File: src/rtl/csm_pkg.sv
// Shared types and default sizing for the concurrent shared memory.
package csm_pkg;

  typedef enum logic [1:0] {
    OP_READ    = 2'd0,
    OP_WRITE   = 2'd1,
    OP_HOLD    = 2'd2,
    OP_RELEASE = 2'd3
  } csm_op_t;

  localparam int unsigned CSM_NUM_PORTS = 2;
  localparam int unsigned CSM_ADDR_W    = 2;
  localparam int unsigned CSM_DATA_W    = 8;

  // Response payload at the default data width.
  typedef struct packed {
    logic                  valid;
    logic                  err;
    logic [CSM_DATA_W-1:0] rdata;
  } csm_resp_t;

endpackage

File: src/rtl/csm_rr_arbiter.sv
// Round-robin arbiter: one grant per cycle, searching upward from rr_ptr.
module csm_rr_arbiter #(
  parameter  int unsigned N     = 2,
  localparam int unsigned IDX_W = (N > 1) ? $clog2(N) : 1
) (
  input  logic             clk,
  input  logic             rst_n,
  input  logic [N-1:0]     req,
  input  logic             advance,
  output logic [N-1:0]     gnt,
  output logic [IDX_W-1:0] gnt_idx
);

  logic [IDX_W-1:0] rr_ptr;
  logic             found;

  // Pick the first requester at or after rr_ptr, wrapping past N-1 to 0.
  always_comb begin
    gnt     = '0;
    gnt_idx = '0;
    found   = 1'b0;
    for (int unsigned i = 0; i < N; i++) begin
      int unsigned cand;
      cand = 32'(rr_ptr) + i;
      if (cand >= N) cand = cand - N;
      if (!found && req[IDX_W'(cand)]) begin
        found                = 1'b1;
        gnt[IDX_W'(cand)]    = 1'b1;
        gnt_idx              = IDX_W'(cand);
      end
    end
  end

  // Pointer moves just past the grantee; idle cycles leave it alone.
  always_ff @(posedge clk or negedge rst_n) begin
    if (!rst_n) begin
      rr_ptr <= '0;
    end else if (advance && found) begin
      rr_ptr <= (gnt_idx == IDX_W'(N - 1)) ? '0 : gnt_idx + IDX_W'(1);
    end
  end

endmodule

File: src/rtl/csm_nport.sv
// N-port shared memory with per-location hold/release locks and registered responses.
module csm_nport
  import csm_pkg::*;
#(
  parameter  int unsigned NUM_PORTS = CSM_NUM_PORTS,
  parameter  int unsigned ADDR_W    = CSM_ADDR_W,
  parameter  int unsigned DATA_W    = CSM_DATA_W,
  localparam int unsigned IDX_W     = (NUM_PORTS > 1) ? $clog2(NUM_PORTS) : 1,
  localparam int unsigned DEPTH     = 2 ** ADDR_W
) (
  input  logic                 clk,
  input  logic                 rst_n,
  input  logic [NUM_PORTS-1:0] req_valid,
  input  csm_op_t              req_op    [NUM_PORTS],
  input  logic [ADDR_W-1:0]    req_addr  [NUM_PORTS],
  input  logic [DATA_W-1:0]    req_wdata [NUM_PORTS],
  output logic [NUM_PORTS-1:0] req_ready,
  output logic [NUM_PORTS-1:0] resp_valid,
  output logic [DATA_W-1:0]    resp_rdata [NUM_PORTS],
  output logic [NUM_PORTS-1:0] resp_err
);

  logic [DATA_W-1:0]    mem   [DEPTH];
  logic                 held  [DEPTH];
  logic [IDX_W-1:0]     owner [DEPTH];

  logic [NUM_PORTS-1:0] gnt;
  logic [IDX_W-1:0]     gnt_idx;
  logic                 gnt_any;
  csm_op_t              sel_op;
  logic [ADDR_W-1:0]    sel_addr;
  logic [DATA_W-1:0]    sel_wdata;
  logic                 cur_held;
  logic [IDX_W-1:0]     cur_owner;
  logic                 foreign_lock;
  logic                 op_err;
  logic [DATA_W-1:0]    op_rdata;

  csm_rr_arbiter #(.N(NUM_PORTS)) u_arb (
    .clk     (clk),
    .rst_n   (rst_n),
    .req     (req_valid),
    .advance (gnt_any),
    .gnt     (gnt),
    .gnt_idx (gnt_idx)
  );

  // Grant is visible to requesters only outside reset.
  assign req_ready = rst_n ? gnt : '0;
  assign gnt_any   = |gnt;

  // Mux the granted port's request and evaluate the lock rules against it.
  assign sel_op       = req_op[gnt_idx];
  assign sel_addr     = req_addr[gnt_idx];
  assign sel_wdata    = req_wdata[gnt_idx];
  assign cur_held     = held[sel_addr];
  assign cur_owner    = owner[sel_addr];
  assign foreign_lock = cur_held && (cur_owner != gnt_idx);
  assign op_err       = (sel_op == OP_RELEASE) ? (!cur_held || (cur_owner != gnt_idx))
                                               : foreign_lock;
  assign op_rdata     = (!op_err && (sel_op == OP_READ || sel_op == OP_HOLD))
                        ? mem[sel_addr] : '0;

  // Memory and lock state; rejected ops leave everything untouched.
  always_ff @(posedge clk or negedge rst_n) begin
    if (!rst_n) begin
      for (int i = 0; i < DEPTH; i++) begin
        mem[i]   <= '0;
        held[i]  <= 1'b0;
        owner[i] <= '0;
      end
    end else if (gnt_any && !op_err) begin
      case (sel_op)
        OP_WRITE:   mem[sel_addr] <= sel_wdata;
        OP_HOLD: begin
          held[sel_addr]  <= 1'b1;
          owner[sel_addr] <= gnt_idx;
        end
        OP_RELEASE: held[sel_addr] <= 1'b0;
        default:    ;
      endcase
    end
  end

  // One-cycle response pulse to the port granted in the previous cycle.
  always_ff @(posedge clk or negedge rst_n) begin
    if (!rst_n) begin
      resp_valid <= '0;
      resp_err   <= '0;
      for (int p = 0; p < NUM_PORTS; p++) resp_rdata[p] <= '0;
    end else begin
      resp_valid <= gnt;
      resp_err   <= gnt & {NUM_PORTS{op_err}};
      for (int p = 0; p < NUM_PORTS; p++) resp_rdata[p] <= gnt[p] ? op_rdata : '0;
    end
  end

endmodule
File: config.mk
export PLATFORM = sky130hd
export DESIGN_NAME = csm_nport
export DESIGN_NICKNAME = d
export VERILOG_FILES = /design/src/rtl/csm_pkg.sv /design/src/rtl/csm_rr_arbiter.sv /design/src/rtl/csm_nport.sv
export SDC_FILE = /design/constraint.sdc
export NUM_CORES = 1
export LEC_CHECK = 0
export BUFFER_PORTS_ARGS = -buffer_cell sky130_fd_sc_hd__buf_4
export CORE_UTILIZATION = 30
export CTS_BUF_LIST = sky130_fd_sc_hd__clkbuf_4
export DETAILED_ROUTE_END_ITERATION = 12
export PLACE_DENSITY = 0.58
export SLEW_MARGIN = 20
export SYNTH_ARGS = -nofsm -noshare
export SYNTH_HDL_FRONTEND = slang
export SYNTH_SLANG_ARGS = --single-unit
export TNS_END_PERCENT = 50
File: constraint.sdc
create_clock -name clk -period 6.35 [get_ports clk]
set_input_delay 0.635 -clock clk [delete_from_list [all_inputs] [get_ports clk]]
set_output_delay 0.635 -clock clk [all_outputs]
set_load 0.01 [all_outputs]
==> impl_metrics.py <==
metrics = {
    "status": {
        "status": "complete, no violations",
    },
    "clock_network": {
        "root_buffer": "clkbuf_4",
        "cts_sinks": 61,
        "postCtsSetupBuffers": 0,
        "cts_tree": "built",
        "numCtsBuffers": 9,
        "holdBufCountCts": 0,
        "htree_levels": 3,
        "clk_latency_ns": 0.40,
        "post_cts_resized": 0,
        "clk_pin_slew_worst_paths_ns": 0.11,
        "cts_buffer_depth": 2,
    },
    "detailed_routing": {
        "num_vias": 1856,
        "wire_per_inst_um": 14.79,
        "avgViaCountPerCell": 4.675,
        "drtPass1Iterations": 4,
        "finalWirelength_mm": 5.870,
        "drt_iter0_drc": 59,
        "drc": 0,
        "antenna_left": 0,
    },
    "setup_path": {
        "setup.worst_path.end_class": "register",
        "r2r-start": "u_arb.rr_ptr",
        "crit_path_start_kind": "register",
        "critPathArrivalTime_ns": 3.63,
        "rr_worst_depth": 7,
        "path_class": "reg2reg",
        "ff2ff_setup_slack_ns": 3.01,
        "critical_path.max_fanout": 19,
        "r2r-end": "mem[4]",
        "cp.required_ns": 6.64,
    },
    "yosys": {
        "synthFlopType": "dfrtp_1",
        "synth-seq-area-share_pct": 52.43,
        "synth_top_area_share_pct": 52.43,
        "syn-cell-area_mm2": 0.002912,
        "synth.distinct_cells": 38,
        "async_flop_share_pct": 100.0,
        "syn_avg_cell_area_um2": 13.80,
        "ys_seq_elements": 61,
        "synth_edf_count": 0,
        "synth_top_area_cell": "dfrtp_1",
        "synth_nets": 239,
        "postSynthCellCount": 211,
        "synth_area_leaders": "dfrtp_1 52%, mux2_2 16%, mux4_2 7.0%",
        "yosys_warnings": 0,
    },
    "grt": {
        "grt_max_degree": 64,
        "antenna_found_initial": 0,
        "grt_util_all_layers_pct": 12.68,
        "grt_pass1_wl_mm": 9.632,
        "grt_pass1_vias": 1797,
        "overflow": 0,
    },
    "sta": {
        "rsz0062_at_grt": "false",
        "slew_headroom_pct": 46.89,
        "skew_ns": 0.009575,
        "min_period_ns": 3.345,
        "period_share_pct": 52.67,
        "finalSetupTns_ns": 0,
        "slew_viol_final": 0,
        "finalHoldViolCount": 0,
        "fmax_mhz": 299.0,
        "setup_viol": 0,
        "layout_setup_ws_ns": 3.005,
        "tightest_slew_ns": 0.7952,
    },
    "floorplan": {
        "die_x_um": 100.5,
        "rows": 35,
        "core_region_area_mm2": 0.009328,
        "io_pins": 50,
        "initial_core_util_pct": 31.21,
        "die-area_mm2": 0.01010,
        "chipHeight_um": 100.5,
    },
    "layout": {
        "synthToLayoutAreaGrowth_pct": 23.85,
        "n_antenna_cell": 0,
        "final_common_cell": "dfrtp_1",
        "post-route-cell-area_mm2": 0.003606,
        "final_nets": 291,
        "drive_gt1_share_pct": 48.51,
        "fillCellCount": 900,
        "final_cell_mix": "61 x dfrtp_1, 50 x buf_4, 42 x mux2_2",
    },
    "placed_design": {
        "dpl.hpwl_mm": 4.076,
        "gp_congestion": 0.7672,
        "dp_slack_ns": 2.726,
        "dpl_cell_area_mm2": 0.003422,
        "numPortBuffers": 49,
    },
    "run": {
        "maxCapViolCount": 0,
    },
    "power_and_ir_drop": {
        "p_per_area_mw_per_mm2": 372.9,
        "p_leak_nw": 1.597,
        "max-vdd-ir-drop_mv": 0.1083,
        "total_power_w": 0.001345,
    },
    "min_path": {
        "hp-class": "in2async",
    },
}
==> state kept, by name, indices dropped and copies added, names as in the netlist, named ones only <==
name	count
resp_valid	2
resp_rdata	16
u_arb.rr_ptr	1
resp_err	2
mem	32
owner	4
==> critical path, stage by stage (launching register included) <==
cell	delay, ns
dfrtp_1	0.42
nand2b_4	0.18
nand2_4	0.24
inv_2	0.11
mux2_4	0.38
mux4_2	0.73
a2111oi_4	0.76
mux2_2	0.40
==> logic make-up after synthesis <==
family / Yosys count / share of synthesized area (%)
simple gates: 37 / 7.563
mux: 60 / 26.56
buf+inv: 19 / 2.492
flops: 61 / 52.43
compound gates: 34 / 10.96
==> worst max-delay path by stage <==
stage                          end  slack [ns]          from  depth (start not counted)
after global routing       mem[23]        2.77  u_arb.rr_ptr                          7
after detailed placement   mem[22]        2.73  req_valid[0]                          8
after CTS                  mem[23]        2.96  u_arb.rr_ptr                          7
after global placement    owner[2]        2.70  req_valid[0]                          8
final                       mem[4]        3.01  u_arb.rr_ptr                          7
after floorplan            mem[10]        3.28  req_valid[1]                          8
==> cell usage after synthesis (all sizes together) (2+ instances only) <==
cell type / instances
a2111oi: 5
a211o: 2
a211oi: 4
a21oi: 4
a2bb2oi: 2
a31o: 2
a31oi: 2
a32o: 2
a41oi: 2
and2: 17
and3: 3
clkbuf: 8
dfrtp: 61
inv: 10
mux2: 45
mux2i: 6
mux4: 9
nand2: 9
nor2: 4
o21ai: 3
o2bb2ai: 2
==> routing by layer <==
| layer | global-route usage [%] | wire (um) | part of all wire (%) | up-vias |
|---|---|---|---|---|
| met4 | 6.020 | 99 | 1.7 | 0 |
| met5 | 0 | 0 | 0 | - |
| met1 | 18.15 | 2820 | 48 | 909 |
| met3 | 2.843 | 231 | 3.9 | 8 |
| li1 | - | - | - | 893 |
| met2 | 18.12 | 2718 | 46 | 46 |
==> stage by stage <==
step	util [%]	hold slack, ns	cells
floorplan	-	0.3394	211
global placement	36.63	0.4643	381
detailed placement	36.69	0.4773	381
CTS	38.63	0.3129	397
global route	38.66	0.3202	397
finish	38.66	0.2804	397
==> where the power goes <==
part | switching [W] | internal, W
sequential | 0.0000736 | 0.000533
combinational | 0.000175 | 0.000224
clock | 0.000143 | 0.000197
==> layout make-up <==
class	instances	area, um^2	share of cell area (%)
clock buffers	9	67.56	1.874
clock inverters	7	113.9	3.158
inverters	10	37.54	1.041
multi-input cells	131	1324	36.71
flip-flops and latches	61	1526	42.33
well taps	129	161.4	4.476
repair buffers	50	375.4	10.41
Power figures use the tool's default switching activity.
